<file path="config.mk">
export PLATFORM = sky130hd
export DESIGN_NAME = serial_add_sub
export DESIGN_NICKNAME = d
export VERILOG_FILES = /design/src/rtl/serial_add_sub.sv
export SDC_FILE = /design/constraint.sdc
export NUM_CORES = 1
export LEC_CHECK = 0
export ABC_AREA = 1
export CAP_MARGIN = 20
export CORE_ASPECT_RATIO = 1.2
export CORE_MARGIN = 8
export CORE_UTILIZATION = 52
export DETAILED_ROUTE_END_ITERATION = 7
export MAX_ROUTING_LAYER = met4
export PLACE_DENSITY = 0.75
export SLEW_MARGIN = 15
export SYNTH_ARGS = -nofsm -noshare
export SYNTH_HDL_FRONTEND = slang
export SYNTH_SLANG_ARGS = --single-unit
</file>
<file path="constraint.sdc">
create_clock -name clk -period 1.46 [get_ports clk]
set_input_delay 0.146 -clock clk [delete_from_list [all_inputs] [get_ports clk]]
set_output_delay 0.146 -clock clk [all_outputs]
set_load 0.005 [all_outputs]
</file>
<file path="src/rtl/serial_add_sub.sv">
// Bit-serial adder/subtractor: one full-adder cell and a carry flop, LSB first, WIDTH cycles per operation.
// Define SERIAL_ADD_SUB_OVF_EN to add the signed-overflow output ovf.
module serial_add_sub #(
    parameter int WIDTH = 8
) (
    input  logic             clk,
    input  logic             rst_n,
    input  logic             start,
    input  logic             sub,
    input  logic [WIDTH-1:0] a,
    input  logic [WIDTH-1:0] b,
    input  logic             cin,
    output logic             busy,
    output logic             done,
    output logic [WIDTH-1:0] sum,
    output logic             cout
`ifdef SERIAL_ADD_SUB_OVF_EN
    ,
    output logic             ovf
`endif
);

    localparam int CW = $clog2(WIDTH) + 1;

    typedef enum logic [1:0] {IDLE, RUN, DONE} state_t;

    state_t           state;
    logic [CW-1:0]    cnt;
    logic             carry;
    logic [WIDTH-1:0] a_sr;
    logic [WIDTH-1:0] b_sr;
    logic [WIDTH-1:0] res;
    logic             bit_sum;
    logic             bit_carry;

    // Subtraction is a + ~b + ~cin, so the inversion happens once at load time.
    assign bit_sum   = a_sr[0] ^ b_sr[0] ^ carry;
    assign bit_carry = (a_sr[0] & b_sr[0]) | (carry & (a_sr[0] ^ b_sr[0]));

    always_ff @(posedge clk or negedge rst_n) begin
        if (!rst_n) begin
            state <= IDLE;
            cnt   <= '0;
            carry <= 1'b0;
            a_sr  <= '0;
            b_sr  <= '0;
            res   <= '0;
            busy  <= 1'b0;
            done  <= 1'b0;
            sum   <= '0;
            cout  <= 1'b0;
`ifdef SERIAL_ADD_SUB_OVF_EN
            ovf   <= 1'b0;
`endif
        end else begin
            case (state)
                IDLE, DONE: begin
                    done <= 1'b0;
                    if (start) begin
                        state <= RUN;
                        busy  <= 1'b1;
                        a_sr  <= a;
                        b_sr  <= sub ? ~b : b;
                        carry <= sub ? ~cin : cin;
                        cnt   <= '0;
                    end else begin
                        state <= IDLE;
                    end
                end
                RUN: begin
                    res   <= {bit_sum, res[WIDTH-1:1]};
                    a_sr  <= a_sr >> 1;
                    b_sr  <= b_sr >> 1;
                    carry <= bit_carry;
                    cnt   <= cnt + 1'b1;
                    // On the last step, carry holds the carry into the MSB.
                    if (cnt == CW'(WIDTH - 1)) begin
                        state <= DONE;
                        busy  <= 1'b0;
                        done  <= 1'b1;
                        sum   <= {bit_sum, res[WIDTH-1:1]};
                        cout  <= bit_carry;
`ifdef SERIAL_ADD_SUB_OVF_EN
                        ovf   <= carry ^ bit_carry;
`endif
                    end
                end
                default: state <= IDLE;
            endcase
        end
    end

endmodule

</file>
==> flow_summary.json, run 1 <==
{
  "drv_cap": 0,
  "rows": 24,
  "r2r_slack_ns": 0.18,
  "drtIter0Drc": 82,
  "p_leak_nw": 1.208,
  "drive_above_1_share_pct": 10.26,
  "avgViaCountPerCell": 4.962,
  "drc": 0,
  "yosys.area.top_type": "dfrtp_1",
  "synth_seq_cells": 41,
  "setup_viol": 0,
  "dr.pass1.iters": 4,
  "numCtsBuffers": 5,
  "critPathLaunchType": "register",
  "crit_buf_inv": 1,
  "grt_pass1_wl_mm": 6.541,
  "skew_ns": 0.003304,
  "period_needed_ns": 1.319,
  "hpwl_mm": 2.698,
  "start_util_pct": 53.00,
  "ys_seq_area_share_pct": 54.63,
  "hold_viol": 0,
  "die_x_microns": 70.86,
  "yosysTopAreaCellShare_pct": 54.63,
  "cp-end-kind": "primary output",
  "die-area_sq_mm": 0.005798,
  "postCtsSetupBuffers": 0,
  "clkTransAtPathRegs_ns": 0.07,
  "fmax_ghz": 0.7583,
  "yosys_warnings": 0,
  "antenna_cells": 0,
  "crit_slowest_cell": "clkdlybuf4s50_1",
  "synth_nets": 257,
  "routabilityCongestion": 0.7560,
  "io_buffer_count": 31,
  "rsz0062_at_grt": "no",
  "cts_tree": "built",
  "async_reset_ff_share_pct": 100.0,
  "overflow": 0,
  "required_ns": 1.31,
  "htreeDepth": 2,
  "clockBufferDepth": 2,
  "rr_endpoint": "sum[6]",
  "num_vias": 1548,
  "area_growth_syn_to_layout_pct": 24.38,
  "syn_inst": 234,
  "routedWlPerCell_microns": 12.07,
  "final_area_sq_mm": 0.002336,
  "maxSlewViolCount": 0,
  "finalSetupTns_ns": 0,
  "grt_pass1_vias": 1460,
  "drtAntennaViolNets": 0,
  "worstPathArrival_ns": 1.17,
  "cts.sinks": 41,
  "finalWirelength_mm": 3.767,
  "die_y_microns": 81.83,
  "worst_slew_margin_rel_pct": 68.58,
  "ios": 32,
  "placed_area_sq_mm": 0.002237,
  "cpLargestDelayFamily": "buffers and inverters",
  "ys_types": 18,
  "grt_max_degree": 23,
  "syn_area_sq_mm": 0.001878,
  "path_cells": "clkdlybuf4s50_1",
  "finalPower_mw": 4.514,
  "yosys.cell_count.top_type": "nand2_1",
  "avgSynthCellArea_sq_um": 8.026,
  "critPathMaxStageDelay_ns": 0.51,
  "crit_fanout": 2,
  "fin_crit_sh_pct": 90.32,
  "worstMarginPinSlew_ns": 0.4713,
  "cts_root_buf": "clkbuf_8",
  "r2r-start": "cnt[1]",
  "final_nets": 296,
  "synth_common_cells": "112 x nand2_1, 41 x dfrtp_1, 25 x nand3_1",
  "vdd_ir_drop_max_mv": 1.018,
  "netlist_top_cells_area": "dfrtp_1 55%, nand2_1 22%, nand3_1 6.7%",
  "clock_latency_ns": 0.29,
  "synth_flop_cell": "dfrtp_1",
  "core-area_sq_mm": 0.003543,
  "antenna_found_initial": 0,
  "hold_path_class": "input port to async pin",
  "outcome": "completed",
  "synth_edf_count": 0,
  "rr_worst_depth": 5,
  "path_class": "register to primary output",
  "p_per_area_mw_per_mm2": 1932,
  "track_usage_pct": 14.78
}
how the worst max path moves through the flow:
stage,cells after the start,start,slack (ns),endpoint
6_report,1,done,0.14,done
5_1_grt,5,cnt[1],0.06,sum[4]
4_1_cts,6,cnt[1],0.08,busy
3_5_place_dp,4,sub,0.04,b_sr[5]
3_3_place_gp,4,sub,0.07,b_sr[1]
2_1_floorplan,7,cnt[0],0.31,sum[7]
layer usage:
metal	routed length, microns	share of wire [%]	track usage [%]
met1	1710	45	17.40
met2	1831	49	23.12
met3	183	4.9	4.274
met4	41	1.1	6.667
met5	0	0	-
placed cells by master, fill, tap and decap left out, types with 3 or more instances in the layout:
master	instances
nand2_1	111
nor2_1	11
dfrtp_1	41
nand3_1	25
inv_1	14
nand2_2	3
o21ai_0	7
clkbuf_8	6
or2_2	6
clkdlybuf4s50_1	30
buf_4	9
worst register-to-register path: stages (launching register included):
cell and delay, ns:
dfrtp_1 0.38, ha_1 0.19, nand3_1 0.10, nor2_2 0.37, nand2_1 0.11, nand2_1 0.08
sequential cells by signal, summed over array words and instances (netlist names):
signal  flops
cnt         4
busy        1
state       2
b_sr        8
cout        1
carry       1
sum         8
done        1
res         7
a_sr        8
cell families (layout without fill, tap and decap cells):
group / count (synthesis) / in the layout / share of synthesized area (%)
and+or+nand+nor: 159 / 159 / 35.18
AOI/OAI and AO/OA: 8 / 8 / 2.131
DFF: 41 / 41 / 54.63
adders and majority gates: 2 / 2 / 1.732
buffers and inverters: 24 / 63 / 6.328
metrics by stage:
step	std cells	setup WS, ns	hold slack, ns	utilization [%]
floorplan	234	0.3129	-0.1496	-
global placement	304	0.07121	0.1306	63.14
detailed placement	304	0.04150	0.1273	63.14
CTS	312	0.07559	0.3449	65.85
global route	312	0.06416	0.4040	65.93
finish	312	0.1413	0.3396	65.93
cell type report:
class                   count  area, sq um
clock buffers               7        86.33
fillers                   312         1207
inverters                  15        56.30
multi-input cells         169        735.7
flip-flops and latches     41         1026
well taps                  39        48.80
repair buffers             41        382.9
repair_timing:
action	in CTS	in global routing
hold buffers	1	0
resized for setup	0	1
endpoints found under the setup margin	0	9
hold endpoints to repair	20	0
power breakdown:
group | leakage, nW | switching [mW] | internal [mW]
Clock | 0.0443 | 0.357 | 0.375
Sequential | 0.512 | 0.315 | 1.65
Combinational | 0.652 | 0.982 | 0.837
(Power assumes the default switching activity.)
==> run 2, diff against run 1 <==
--- a/config.mk
+++ b/config.mk
@@ -9,10 +9,10 @@
 export CAP_MARGIN = 20
 export CORE_ASPECT_RATIO = 1.2
 export CORE_MARGIN = 8
-export CORE_UTILIZATION = 52
+export CORE_UTILIZATION = 47
 export DETAILED_ROUTE_END_ITERATION = 7
 export MAX_ROUTING_LAYER = met4
-export PLACE_DENSITY = 0.75
+export PLACE_DENSITY = 0.71
 export SLEW_MARGIN = 15
 export SYNTH_ARGS = -nofsm -noshare
 export SYNTH_HDL_FRONTEND = slang
==> constraint.sdc (replaced) <==
create_clock -name clk -period 1.15 [get_ports clk]
set_input_delay 0.115 -clock clk [delete_from_list [all_inputs] [get_ports clk]]
set_output_delay 0.115 -clock clk [all_outputs]
set_load 0.005 [all_outputs]
==> flow_summary.json, run 2 (same netlist as run 1, synthesis figures left out) <==
{
  "outcome": "complete, but fails checks",
  "violations": "setup timing",
  "htreeDepth": 2,
  "placed_area_sq_mm": 0.002328,
  "routabilityCongestion": 0.7614,
  "rr_endpoint": "busy",
  "cts_root_buf": "clkbuf_8",
  "worstPathArrival_ns": 1.38,
  "drtIter0Drc": 126,
  "numCtsBuffers": 5,
  "vdd_ir_drop_max_mv": 1.152,
  "final_common_cell": "nand2_1",
  "die_x_microns": 73.71,
  "grt_pass1_wl_mm": 7.396,
  "dr.pass1.iters": 4,
  "period_needed_ns": 1.196,
  "worst_slack_ns": -0.04637,
  "fin_crit_sh_pct": 104.0,
  "rr_worst_depth": 7,
  "num_vias": 1662,
  "ios": 32,
  "grt_max_degree": 42,
  "routedWlPerCell_microns": 12.03,
  "r2r-start": "cnt[1]",
  "crit_fanout": 6,
  "r2r_slack_ns": -0.05,
  "die-area_sq_mm": 0.006283,
  "skew_ns": 0.006148,
  "clkTransAtPathRegs_ns": 0.08,
  "drtAntennaViolNets": 0,
  "drive_above_1_share_pct": 24.66,
  "antenna_cells": 0,
  "path_class": "register to register",
  "final_nets": 314,
  "avgViaCountPerCell": 4.803,
  "final_area_sq_mm": 0.002654,
  "hold_path_class": "input port to async pin",
  "p_leak_nw": 1.348,
  "drv_cap": 0,
  "maxSlewViolCount": 0,
  "setup_viol": 11,
  "critPathLaunchType": "register",
  "finalPower_mw": 6.737,
  "hpwl_mm": 2.760,
  "cts_tree": "built",
  "io_buffer_count": 31,
  "worst_slew_margin_rel_pct": 76.51,
  "rows": 25,
  "hold_viol": 0,
  "cp-end-kind": "register",
  "antenna_found_initial": 0,
  "overflow": 0,
  "drc": 0,
  "finalWirelength_mm": 4.161,
  "grt_pass1_vias": 1745,
  "die_y_microns": 85.25,
  "p_per_area_mw_per_mm2": 2539,
  "reg_top3": "a_sr: 8 flops, b_sr: 8 flops, sum: 8 flops",
  "rsz0062_at_grt": "yes",
  "start_util_pct": 48.42,
  "most-common-layout-cells": "96 x nand2_1, 40 x dfrtp_1, 23 x nand3_1",
  "worstMarginPinSlew_ns": 0.3513,
  "clockBufferDepth": 2,
  "track_usage_pct": 15.06,
  "required_ns": 1.33,
  "clock_latency_ns": 0.29,
  "area_growth_syn_to_layout_pct": 41.31,
  "fmax_ghz": 0.8359,
  "cts.sinks": 41,
  "core-area_sq_mm": 0.003879
}
==> run 2: changes by cell type in the layout (fill, tap and decap cells not counted), moves of 3 or more <==
cell	before	now
clkdlybuf4s50_1	30	19
nand2_1	111	96
nand2_4	0	3
nor2_4	1	5
buf_4	9	19
dlygate4sd2_1	0	11
nand2_2	3	15
buf_6	0	5
==> run 2: report_power, final <==
group | internal [mW] | total, mW | switching, mW
combinational | 1.35 | 2.86 | 1.50
sequential | 2.10 | 2.54 | 0.445
clock | 0.862 | 1.34 | 0.479
total | 4.31 | 6.74 | 2.43
==> run 2: routing by layer <==
metal | track usage, % | vias to the layer above | part of all wire, %
li1 | - | 833 | -
met1 | 17.12 | 798 | 44
met2 | 25.53 | 29 | 52
met3 | 3.538 | 2 | 2.8
met4 | 4.007 | 0 | 0.55
met5 | - | - | 0
==> run 2: cell type report <==
type                    count  area, sq um
clock buffers               5        68.82
clock inverters             3        65.06
fillers                   345         1225
inverters                  15        62.56
multi-input cells         170        834.6
flip-flops and latches     41         1027
well taps                  54        67.56
repair buffers             57        520.5
repair inverters            1        7.507
==> run 2: worst max-delay path by stage <==
stage,end,start,cells past startpoint
after floorplan,sum[7],cnt[0],7
after detailed placement,b_sr[3],sub,6
after global placement,b_sr[1],sub,4
final,busy,cnt[1],7
after CTS,sum[6],cnt[1],7
after global routing,sum[1],cnt[1],7
==> run 2: critical path, stage by stage, from the launching register on <==
cell	delay, ns
dfrtp_1	0.36
ha_2	0.21
nand2_2	0.08
nor2_4	0.11
nand2_2	0.09
buf_6	0.15
nand2_2	0.05
nand2_1	0.04
==> run 2: per-stage QoR <==
stage               std cells  hold WS [ns]  setup WS [ns]  util (%)  TNS [ns]
floorplan                 234       -0.1806       0.002918         -         0
global placement          327        0.1037        -0.1422     60.03    -3.106
detailed placement        327        0.1023        -0.1913     60.03    -3.411
global route              346        0.3496        -0.1186     68.42    -1.324
CTS                       342        0.3240       -0.05754     65.84   -0.5044
finish                    346        0.3208       -0.04637     68.42   -0.3724
==> run 2: repair_timing <==
action	CTS	global route
gates resized for setup	30	22
buffers inserted	4	3
endpoints found under the hold margin	41	0
pin swaps	8	12
endpoints found under the setup margin	35	29
hold buffers	1	0
cloned	2	1
